$ cat src/rtl/fifo_wr_arbiter_if.sv
// Shared FIFO write-port bundle: NUM_REQ valid/ready requesters on one side, one FIFO push port on the other.
// The master modport drives requests and FIFO status; the slave modport is the arbiter's view.
interface fifo_wr_arbiter_if #(
   parameter int NUM_REQ = 4,
   parameter int DWIDTH  = 32
);
   localparam int IDW = (NUM_REQ > 2) ? $clog2(NUM_REQ) : 1;

   logic [NUM_REQ-1:0]        i_req_valid;
   logic [NUM_REQ-1:0]        o_req_ready;
   logic [NUM_REQ*DWIDTH-1:0] i_req_data;
   logic [NUM_REQ-1:0]        i_req_last;
   logic                      o_push;
   logic [DWIDTH-1:0]         o_wdata;
   logic                      i_full;
   logic [IDW-1:0]            o_grant_id;
   logic                      o_busy;

   modport master (
      output i_req_valid, i_req_data, i_req_last, i_full,
      input  o_req_ready, o_push, o_wdata, o_grant_id, o_busy
   );

   modport slave (
      input  i_req_valid, i_req_data, i_req_last, i_full,
      output o_req_ready, o_push, o_wdata, o_grant_id, o_busy
   );
endinterface

$ cat src/rtl/fifo_wr_arbiter.sv
// Round-robin arbiter sharing one FIFO write port; zero-cycle valid/ready handshake, no push while full.
// Define FIFO_WR_ARBITER_LOCK_EN to hold a grant for a whole burst (up to MAX_BURST beats).
module fifo_wr_arbiter #(
   parameter int NUM_REQ   = 4,
   parameter int DWIDTH    = 32,
   parameter int MAX_BURST = 4
) (
   input  logic             i_clk,
   input  logic             i_rst_n,
   fifo_wr_arbiter_if.slave bus
);
   localparam int IDW = (NUM_REQ > 2) ? $clog2(NUM_REQ) : 1;

   logic [IDW-1:0]     rr_ptr_q, rr_ptr_d;
   logic [IDW-1:0]     rr_grant;
   logic [IDW-1:0]     cand;
   logic               rr_found;
   logic [IDW-1:0]     grant;
   logic               xfer;
   logic [NUM_REQ-1:0] ready;

   function automatic logic [IDW-1:0] next_id(input logic [IDW-1:0] id);
      return (int'(id) == NUM_REQ - 1) ? '0 : id + 1'b1;
   endfunction

   // First valid requester at or after rr_ptr, wrapping; falls back to rr_ptr itself.
   always_comb begin
      rr_grant = rr_ptr_q;
      rr_found = 1'b0;
      cand     = '0;
      for (int k = 0; k < NUM_REQ; k++) begin
         cand = IDW'((int'(rr_ptr_q) + k) % NUM_REQ);
         if (!rr_found && bus.i_req_valid[cand]) begin
            rr_grant = cand;
            rr_found = 1'b1;
         end
      end
   end

   // Reset gates the handshake so nothing is pushed while the arbiter is held in reset.
   assign xfer = bus.i_req_valid[grant] & ~bus.i_full & i_rst_n;

   always_comb begin
      ready        = '0;
      ready[grant] = xfer;
   end

   assign bus.o_req_ready = ready;
   assign bus.o_push      = xfer;
   assign bus.o_wdata     = bus.i_req_data[int'(grant)*DWIDTH +: DWIDTH];
   assign bus.o_grant_id  = grant;

`ifdef FIFO_WR_ARBITER_LOCK_EN
   localparam int BCW = $clog2(MAX_BURST + 1);

   typedef enum logic {IDLE, LOCKED} state_t;

   state_t         state_q, state_d;
   logic [IDW-1:0] lock_id_q, lock_id_d;
   logic [BCW-1:0] beat_cnt_q, beat_cnt_d;

   assign grant      = (state_q == LOCKED) ? lock_id_q : rr_grant;
   assign bus.o_busy = (state_q == LOCKED);

   always_comb begin
      state_d    = state_q;
      rr_ptr_d   = rr_ptr_q;
      lock_id_d  = lock_id_q;
      beat_cnt_d = beat_cnt_q;
      if (xfer) begin
         if (state_q == IDLE) begin
            if (bus.i_req_last[grant] || MAX_BURST == 1) begin
               rr_ptr_d = next_id(grant);
            end else begin
               state_d    = LOCKED;
               lock_id_d  = grant;
               beat_cnt_d = BCW'(1);
            end
         end else if (bus.i_req_last[grant] || int'(beat_cnt_q) + 1 == MAX_BURST) begin
            state_d    = IDLE;
            rr_ptr_d   = next_id(lock_id_q);
            beat_cnt_d = '0;
         end else begin
            beat_cnt_d = beat_cnt_q + 1'b1;
         end
      end
   end

   always_ff @(posedge i_clk or negedge i_rst_n) begin
      if (!i_rst_n) begin
         state_q    <= IDLE;
         rr_ptr_q   <= '0;
         lock_id_q  <= '0;
         beat_cnt_q <= '0;
      end else begin
         state_q    <= state_d;
         rr_ptr_q   <= rr_ptr_d;
         lock_id_q  <= lock_id_d;
         beat_cnt_q <= beat_cnt_d;
      end
   end
`else
   // Without locking, last and MAX_BURST have no effect: every beat rotates the pointer.
   logic unused_cfg;
   assign unused_cfg = ^{bus.i_req_last, (MAX_BURST > 0)};

   assign grant      = rr_grant;
   assign bus.o_busy = 1'b0;

   always_comb begin
      rr_ptr_d = rr_ptr_q;
      if (xfer) begin
         rr_ptr_d = next_id(grant);
      end
   end

   always_ff @(posedge i_clk or negedge i_rst_n) begin
      if (!i_rst_n) begin
         rr_ptr_q <= '0;
      end else begin
         rr_ptr_q <= rr_ptr_d;
      end
   end
`endif
endmodule

$ cat src/flat_wrapper.sv
// flat-port wrapper written by rule: the top's interface ports become plain ports
module fifo_wr_arbiter_flat 
#(
   parameter int NUM_REQ   = 4,
   parameter int DWIDTH    = 32,
   parameter int MAX_BURST = 4
)
  (i_clk, i_rst_n, bus_i_req_valid, bus_i_req_data, bus_i_req_last, bus_i_full, bus_o_req_ready, bus_o_push, bus_o_wdata, bus_o_grant_id, bus_o_busy);
  fifo_wr_arbiter_if #(.NUM_REQ(NUM_REQ), .DWIDTH(DWIDTH)) bus_i ();
  input  logic i_clk;
  input  logic i_rst_n;
  input wire logic [$bits(bus_i.i_req_valid)-1:0] bus_i_req_valid;
  input wire logic [$bits(bus_i.i_req_data)-1:0] bus_i_req_data;
  input wire logic [$bits(bus_i.i_req_last)-1:0] bus_i_req_last;
  input wire logic [$bits(bus_i.i_full)-1:0] bus_i_full;
  output wire logic [$bits(bus_i.o_req_ready)-1:0] bus_o_req_ready;
  output wire logic [$bits(bus_i.o_push)-1:0] bus_o_push;
  output wire logic [$bits(bus_i.o_wdata)-1:0] bus_o_wdata;
  output wire logic [$bits(bus_i.o_grant_id)-1:0] bus_o_grant_id;
  output wire logic [$bits(bus_i.o_busy)-1:0] bus_o_busy;
  assign bus_i.i_req_valid = bus_i_req_valid;
  assign bus_i.i_req_data = bus_i_req_data;
  assign bus_i.i_req_last = bus_i_req_last;
  assign bus_i.i_full = bus_i_full;
  assign bus_o_req_ready = bus_i.o_req_ready;
  assign bus_o_push = bus_i.o_push;
  assign bus_o_wdata = bus_i.o_wdata;
  assign bus_o_grant_id = bus_i.o_grant_id;
  assign bus_o_busy = bus_i.o_busy;
  fifo_wr_arbiter #(.NUM_REQ(NUM_REQ), .DWIDTH(DWIDTH), .MAX_BURST(MAX_BURST)) u_core (.i_clk(i_clk), .i_rst_n(i_rst_n), .bus(bus_i));
endmodule
$ cat config.mk
export PLATFORM = sky130hd
export DESIGN_NAME = fifo_wr_arbiter_flat
export DESIGN_NICKNAME = d
export VERILOG_FILES = /design/src/rtl/fifo_wr_arbiter_if.sv /design/src/rtl/fifo_wr_arbiter.sv /design/src/flat_wrapper.sv
export SDC_FILE = /design/constraint.sdc
export NUM_CORES = 1
export LEC_CHECK = 0
export BUFFER_PORTS_ARGS = -buffer_cell sky130_fd_sc_hd__buf_4
export CAP_MARGIN = 20
export CORE_AREA = 3 3 67 69
export CTS_BUF_LIST = sky130_fd_sc_hd__clkbuf_4 sky130_fd_sc_hd__clkbuf_8
export CTS_CLUSTER_SIZE = 16
export DETAILED_ROUTE_END_ITERATION = 16
export DIE_AREA = 0 0 70 72
export GPL_ROUTABILITY_DRIVEN = 0
export PLACE_DENSITY = 0.78
export SKIP_LAST_GASP = 1
export SLEW_MARGIN = 20
export SYNTH_ARGS = -nofsm -noshare
export SYNTH_HDL_FRONTEND = slang
export SYNTH_SLANG_ARGS = --single-unit
$ cat constraint.sdc
create_clock -name i_clk -period 2.3 [get_ports i_clk]
set_input_delay 0.23 -clock i_clk [delete_from_list [all_inputs] [get_ports i_clk]]
set_output_delay 0.23 -clock i_clk [all_outputs]
set_load 0.005 [all_outputs]
Yosys cells after proc, flatten, opt, wreduce, memory -nomap -nowiden

Cells that the tools add are included.

Flip-flop bits (word level): 2
Bits in latches: 0
RAM bits: 0
Bits in read-only memories: 0
Word-level logic and storage cells: 43
Memories kept: 0

Add/sub/neg operators: 4
Multiply operators: 0
Div/mod/pow operators: 0
Magnitude comparators: 6
Equal/unequal tests: 1
Shift operators: 1
Mux-type cells: 19
Bitwise logic cells: 4
Reduce and logical (&&, ||, !) cells: 7

Operators with widths:

| operator                                                          | count |
|---|---|
| variable part select 128 x 8 -> 32 bit                            | 1 |
| < comparator 2 x 3 -> 1 bit, second input constant                | 5 |
| binary-select mux 1 bit (select 2 bit)                            | 5 |
| two-way mux 1 bit                                                 | 9 |
| two-way mux 2 bit                                                 | 4 |
| adder 2 x 1 -> 2 bit, second input constant                       | 2 |
| adder 2 bit, second input constant                                | 2 |
| AND 4 bit                                                         | 1 |
| logical AND 1 bit                                                 | 4 |
| logical NOT 1 bit                                                 | 3 |
| AND 1 bit                                                         | 2 |
| demux 1 bit (select 2 bit)                                        | 1 |
| equality test 2 x 1 -> 1 bit, second input constant               | 1 |
| greater-or-equal comparator 2 x 1 -> 1 bit, second input constant | 1 |
| inverter 1 bit                                                    | 1 |

Longest topological paths before layout

Gate-level depths: netlist of run 1.

Depth after elaboration: 17
Depth in mapped cells: 7
Depth with buffers taken out: 6

Least setup slack after synthesis of run 1

OpenSTA, ideal clock, no wires.

Kind: reg2out
From: reg u_core.rr_ptr_q[0]
To: out bus_o_wdata[0]
Arrival time: 1,609 ps
Required time: 2,070 ps
Path slack: 461 ps
Stages on the path, launching flop included: 7
Path through: dfrtp_1 > nor3_1 > a221oi_2 > and2_4 > inv_4 > buf_6 > mux4_2

Longest elaborated chain between the ends: 13
Elaborated cells between the ends (all ways): 24
Those cells by class: add/sub (3); shift (1); mux (14); reduce/logical (6)

Ends and longest elaborated chain:

| what                                                                          | RTL line               | source |
|---|---|---|
| from (decl)                                                                   | fifo_wr_arbiter.sv:14  | `logic [IDW-1:0] rr_ptr_q, rr_ptr_d;` |
| from (signal assigned)                                                        | fifo_wr_arbiter.sv:121 | `rr_ptr_q <= rr_ptr_d;` |
| parallel branches: the longest is 11 deep, another holds adder 2 x 1 -> 2 bit | --                     |  |
| two-way mux 2 bit (*)                                                         | fifo_wr_arbiter.sv:33  | `if (!rr_found && bus.i_req_valid[cand]) begin` |
| net bus_o_grant_id[0]                                                         | flat_wrapper.sv:19     | `output wire logic [$bits(bus_i.o_grant_id)-1:0] bus_o_grant_id;` |
| variable part select 128 x 8 -> 32 bit (*)                                    | fifo_wr_arbiter.sv:50  | `assign bus.o_wdata = bus.i_req_data[int'(grant)*DWIDTH +: DWIDTH];` |
| to (decl)                                                                     | flat_wrapper.sv:18     | `output wire logic [$bits(bus_i.o_wdata)-1:0] bus_o_wdata;` |

Mark *: on every way through the listed nets, which the timed path passes. The select of a mux whose other input is x is not followed.

Final worst setup path of run 1

From: reg u_core.rr_ptr_q[1]
To: out bus_o_wdata[25]

Longest elaborated chain between the ends: 13
Elaborated cells between the ends (all ways): 24
Those cells by class: add/sub (3); shift (1); mux (14); reduce/logical (6)

Ends and longest elaborated chain:

| what                                                                          | RTL line |
|---|---|
| parallel branches: the longest is 11 deep, another holds adder 2 x 1 -> 2 bit | -- |
| two-way mux 2 bit (*)                                                         | fifo_wr_arbiter.sv:33 |
| variable part select 128 x 8 -> 32 bit (*)                                    | fifo_wr_arbiter.sv:50 |

Mark *: on every way between the ends. The select of a mux whose other input is x is not followed.

==> impl_metrics.env, run 1 <==
export IMPL_clock_path_buffers=2
export IMPL_syn_cell_area_sq_um=1080
export IMPL_final_common_cell="buf_4"
export IMPL_peakVddDrop_mv=0.595
export IMPL_layout_cells_non_filler=304
export IMPL_critPathKind="flip-flop to output port"
export IMPL_die_h_um=72
export IMPL_path_max_fanout=14
export IMPL_cts_tree="built"
export IMPL_dr_first_iter_drc_count=50
export IMPL_dieWidth_um=70
export IMPL_htree_levels=1
export IMPL_synthCells=71
export IMPL_synth_top_area_cell="mux4_2"
export IMPL_cp_buffers_inverters=3
export IMPL_met3_usage=0.0568
export IMPL_final_setup_viol_count=0
export IMPL_yosys_warnings=0
export IMPL_grt_max_degree=23
export IMPL_placed_cells=292
export IMPL_wl_per_cell_um=19.2
export IMPL_maxSlewViolCount=0
export IMPL_drtAntennaViolNets=0
export IMPL_largest_reg_flops=2
export IMPL_hp_class="input pin to asynchronous set/reset pin"
export IMPL_nets=399
export IMPL_cellLeakagePower_nw=1.31
export IMPL_drcViolationCount=0
export IMPL_p_per_area_nw_per_um2=842
export IMPL_clkTransAtPathRegs_ps=30
export IMPL_layout_common_cells="buf_4, mux4_2, and2_1"
export IMPL_critPathArrivalTime_ps=2040
export IMPL_crit_top_cell="buf_4"
export IMPL_totalWireLength_um=5840
export IMPL_grt_pass1_wl_um=8310
export IMPL_fin_crit_sh=0.985
export IMPL_antennaDiodeCount=0
export IMPL_cap_violations=0
export IMPL_clock_sinks=2
export IMPL_cp_slowest_cell="dfrtp_2"
export IMPL_cts_buffers=3
export IMPL_ioPinCount=179
export IMPL_clock_root_buffer="clkbuf_8"
export IMPL_total_power_mw=2.23
export IMPL_skew_ps=0.538
export IMPL_ys_seq_area_frac=0.0465
export IMPL_numPortBuffers=173
export IMPL_regMostFlops="u_core.rr_ptr_q"
export IMPL_required_ps=2070
export IMPL_synth_seq_cells=2
export IMPL_crit_path_start_kind="flip-flop"
export IMPL_max_freq_ghz=0.441
export IMPL_crit_path_end_kind="output port"
export IMPL_drive_gt1_frac=0.909
export IMPL_antenna_found_initial=0
export IMPL_fp_dieArea_sq_um=5040
export IMPL_synth_top_area_share=0.627
export IMPL_dr_pass1_iters=4
export IMPL_critical_path_max_stage_delay_ps=420
export IMPL_busiest_layer="met2"
export IMPL_grt_pass1_vias=1625
export IMPL_clk_latency_ps=210
export IMPL_vias_per_cell=5.03
export IMPL_area_growth_syn_to_layout_pct=146
export IMPL_met2_usage=0.373
export IMPL_fin_setup_tns_ps=0
export IMPL_initial_core_util=0.271
export IMPL_synth_area_top_cells="mux4_2, mux4_1, dfrtp_1"
export IMPL_path_cells="buf_4, and2_1, o41ai_4, buf_4, mux4_2, buf_4"
export IMPL_crit_family="buffers and inverters"
export IMPL_vias=1528
export IMPL_grt_met1_usage=0.245
export IMPL_grtUsageTotal=0.205
export IMPL_fin_util=0.667
export IMPL_grt_remaining_overflow=0
export IMPL_status="finished clean"
export IMPL_syn_nets=214
export IMPL_period_needed_ps=2270
export IMPL_std_cell_rows=23
export IMPL_hpwl_um=4970
export IMPL_rsz0062_at_grt="true"
export IMPL_top_regs="u_core.rr_ptr_q (2)"
export IMPL_hold_viol=0
export IMPL_coreArea_sq_um=3970
export IMPL_yosysUniqueCellTypes=23
export IMPL_syn_area_per_cell_sq_um=15.2
==> routing by layer <==
layer,vias up,wire [um]
li1,688,-
met1,743,2050
met2,91,3150
met3,6,565
met4,0,63
met5,-,0
==> synth_stat cells <==
master    number
mux4_2        30
and2_1         5
ha_1           4
nor2b_1        4
buf_2          3
buf_6          3
dfrtp_1        2
mux2_2         2
mux4_1         2
nor3_1         2
o21ai_0        2
a21oi_1        1
a221oi_2       1
and2_4         1
buf_4          1
conb_1         1
inv_1          1
inv_4          1
nand2_1        1
nor3b_1        1
nor4_1         1
o22ai_1        1
o41ai_4        1
==> report_power, final <==
group	switching [mW]	internal (mW)
registers	0.0291	0.0575
clock network	0.0255	0.110
logic	0.709	1.30
==> kinds of logic after synthesis <==
logic type,Yosys count,synth area share
buffers and inverters,9,0.0616
other,1,0.00348
muxes,34,0.697
DFF,2,0.0465
and+or+nand+nor,15,0.0859
adders and majority gates,4,0.0465
AOI/OAI and AO/OA,6,0.0592
==> path summary, 6_finish.rpt <==
| check | from | endpoint | slack, ps | depth (start not counted) |
|---|---|---|---|---|
| worst max-delay path | u_core.rr_ptr_q[1]$_DFFE_PN0P_ | bus_o_wdata[25] | 30 | 6 |
| worst min-delay path | i_rst_n | u_core.rr_ptr_q[1]$_DFFE_PN0P_ | 350 | 2 |
| worst max register to register | u_core.rr_ptr_q[1]$_DFFE_PN0P_ | u_core.rr_ptr_q[1]$_DFFE_PN0P_ | 420 | 6 |
| worst min register to register | u_core.rr_ptr_q[1]$_DFFE_PN0P_ | u_core.rr_ptr_q[1]$_DFFE_PN0P_ | 570 | 1 |
| max in group asynchronous | i_rst_n | u_core.rr_ptr_q[0]$_DFFE_PN0P_ | 1850 | 2 |
| min in group i_clk | bus_i_req_valid[0] | u_core.rr_ptr_q[0]$_DFFE_PN0P_ | 500 | 4 |
==> worst register-to-register path, stage by stage, from the launching register on <==
cell     delay, ps
dfrtp_2        420
buf_4          150
and2_1         150
o41ai_4        310
buf_12         220
ha_1           240
mux2_2         260
==> through the flow <==
step / hold slack, ps / setup WS [ps] / area, sq um
floorplan: -65.6 / 461 / 1080
CTS: 348 / -19.0 / 2510
finish: 352 / 34.2 / 2650
detailed placement: 18.8 / 129 / 2440
global placement: 16.8 / 152 / 2440
global route: 359 / -18.5 / 2650
==> final cells by class <==
cell class | count | area [sq um]
Multi-Input combinational cell | 60 | 977
Clock buffer | 3 | 41.3
Sequential cell | 2 | 52.6
Timing Repair Buffer | 187 | 1500
Fill cell | 351 | 1320
Inverter | 2 | 15.0
Tap cell | 50 | 62.6
==> timing repair <==
item,CTS,global route
buffers inserted,0,4
cloned,0,4
setup endpoints to repair,21,29
hold endpoints to repair,2,0
resized for setup,3,9
pin swaps,0,2
hold buffers,1,0
No activity file was read; power rests on OpenSTA's default activity.
==> run 2: changes to the inputs <==
==> constraint.sdc (replaced) <==
create_clock -name i_clk -period 2.3 [get_ports i_clk]
set_input_delay 0.345 -clock i_clk [delete_from_list [all_inputs] [get_ports i_clk]]
set_output_delay 0.345 -clock i_clk [all_outputs]
set_load 0.005 [all_outputs]
==> impl_metrics.env, run 2 (synthesis results as in run 1) <==
export IMPL_ioPinCount=179
export IMPL_drive_gt1_frac=0.919
export IMPL_totalWireLength_um=6010
export IMPL_htree_levels=1
export IMPL_place_ws_ps=9.01
export IMPL_cap_violations=0
export IMPL_vias=1542
export IMPL_status="finished with violations"
export IMPL_cellLeakagePower_nw=1.36
export IMPL_grt_max_degree=23
export IMPL_final_fill_count=305
export IMPL_crit_path_end_kind="output port"
export IMPL_dr_first_iter_drc_count=68
export IMPL_required_ps=1960
export IMPL_dieWidth_um=70
export IMPL_largest_reg_flops=2
export IMPL_clkTransAtPathRegs_ps=30
export IMPL_period_needed_ps=2320
export IMPL_peakVddDrop_mv=0.563
export IMPL_drcViolationCount=0
export IMPL_antennaDiodeCount=0
export IMPL_top_regs="u_core.rr_ptr_q (2)"
export IMPL_rsz0062_at_grt="true"
export IMPL_numPortBuffers=173
export IMPL_final_common_cell="buf_4"
export IMPL_die_h_um=72
export IMPL_fp_dieArea_sq_um=5040
export IMPL_fin_crit_sh=1.01
export IMPL_grt_remaining_overflow=0
export IMPL_crit_path_start_kind="flip-flop"
export IMPL_cp_slowest_cell="dfrtp_1"
export IMPL_grt_pass1_vias=1603
export IMPL_drtAntennaViolNets=0
export IMPL_cts_tree="built"
export IMPL_cts_buffers=3
export IMPL_grtUsageTotal=0.209
export IMPL_grt_pass1_wl_um=8220
export IMPL_max_freq_ghz=0.430
export IMPL_regMostFlops="u_core.rr_ptr_q"
export IMPL_hold_viol=0
export IMPL_final_setup_viol_count=23
export IMPL_p_per_area_nw_per_um2=905
export IMPL_hpwl_um=4880
export IMPL_vias_per_cell=4.99
export IMPL_nets=404
export IMPL_clock_path_buffers=2
export IMPL_coreArea_sq_um=3970
export IMPL_path_max_fanout=14
export IMPL_path_cells="buf_4, and2_1, o41ai_4, buf_6, buf_6, mux4_2, buf_4"
export IMPL_critPathArrivalTime_ps=1980
export IMPL_violations="setup timing"
export IMPL_placed_cells=294
export IMPL_worst_slack_ps=-25.0
export IMPL_critPathKind="flip-flop to output port"
export IMPL_place_area_sq_um=2480
export IMPL_clock_sinks=2
export IMPL_skew_ps=2.06
export IMPL_std_cell_rows=23
export IMPL_layout_common_cells="buf_4, mux4_2, buf_6"
export IMPL_clk_latency_ps=210
export IMPL_dr_pass1_iters=4
export IMPL_antenna_found_initial=0
export IMPL_fin_area_sq_um=2800
export IMPL_hp_class="input pin to asynchronous set/reset pin"
export IMPL_finalHoldWorstSlack_ps=461
export IMPL_initial_core_util=0.271
export IMPL_area_growth_syn_to_layout_pct=160
export IMPL_critical_path_max_stage_delay_ps=410
export IMPL_maxSlewViolCount=0
export IMPL_clock_root_buffer="clkbuf_8"
export IMPL_fin_util=0.704
export IMPL_wl_per_cell_um=19.5
export IMPL_layout_cells_non_filler=309
run 2: cell count changes in the layout (fill, tap and decap cells not counted), moves of 2 or more:
cell / delta
mux4_1: -2
mux4_2: +2
buf_4: -19
buf_6: +22
run 2: worst paths after layout:
| kind | slack (ps) | from | cells past startpoint | to |
|---|---|---|---|---|
| max in group asynchronous | 1740 | i_rst_n | 2 | u_core.rr_ptr_q[0]$_DFFE_PN0P_ |
| setup / recovery | -30 | u_core.rr_ptr_q[1]$_DFFE_PN0P_ | 7 | bus_o_wdata[18] |
| hold reg to reg | 600 | u_core.rr_ptr_q[1]$_DFFE_PN0P_ | 1 | u_core.rr_ptr_q[1]$_DFFE_PN0P_ |
| min in group i_clk | 600 | u_core.rr_ptr_q[1]$_DFFE_PN0P_ | 1 | u_core.rr_ptr_q[1]$_DFFE_PN0P_ |
| hold / removal | 460 | i_rst_n | 2 | u_core.rr_ptr_q[1]$_DFFE_PN0P_ |
| setup reg to reg | 410 | u_core.rr_ptr_q[1]$_DFFE_PN0P_ | 7 | u_core.rr_ptr_q[1]$_DFFE_PN0P_ |
run 2: cell type report:
cell class                 count  area (sq um)  share of cell area
clock buffer                   3          41.3              0.0148
inverter                       2          15.0             0.00537
timing repair buffer         192          1650               0.591
tap                           50          62.6              0.0224
sequential                     2          51.3              0.0183
multi-input combinational     60           975               0.348
run 2: through the flow:
stage	total power, mW	setup TNS, ps
after floorplan	1.04	0
after global placement	1.91	0
after detailed placement	1.94	0
after CTS	2.24	-1170
after global routing	2.68	-2960
final	2.53	-267
run 2: power breakdown:
part	switching [mW]	internal, mW	total [mW]
Combinational	0.787	1.52	2.31
Clock	0.0267	0.111	0.137
Sequential	0.0284	0.0557	0.0840
run 2: per-layer routing:
| layer | part of all wire | track usage |
|---|---|---|
| met3 | 0.099 | 0.0596 |
| met5 | 0 | 0 |
| met4 | 0.014 | 0.0532 |
| met2 | 0.55 | 0.381 |
| met1 | 0.34 | 0.243 |
run 2: critical path: cells and delay by family, from the launching register on:
family	cells	cell delay, ps
buffers and inverters	4	680
and+or+nand+nor	1	150
DFF	1	410
AOI/OAI and AO/OA	1	210
muxes	1	320
run 2: what timing repair did:
item                                   in CTS  in global routing
hold buffers                                1                  0
setup endpoints to repair                  32                 36
buffers inserted                            4                  3
endpoints found under the hold margin       2                  0
resized for setup                          12                 24
cloned                                      1                  3
pin swaps                                   2                  1
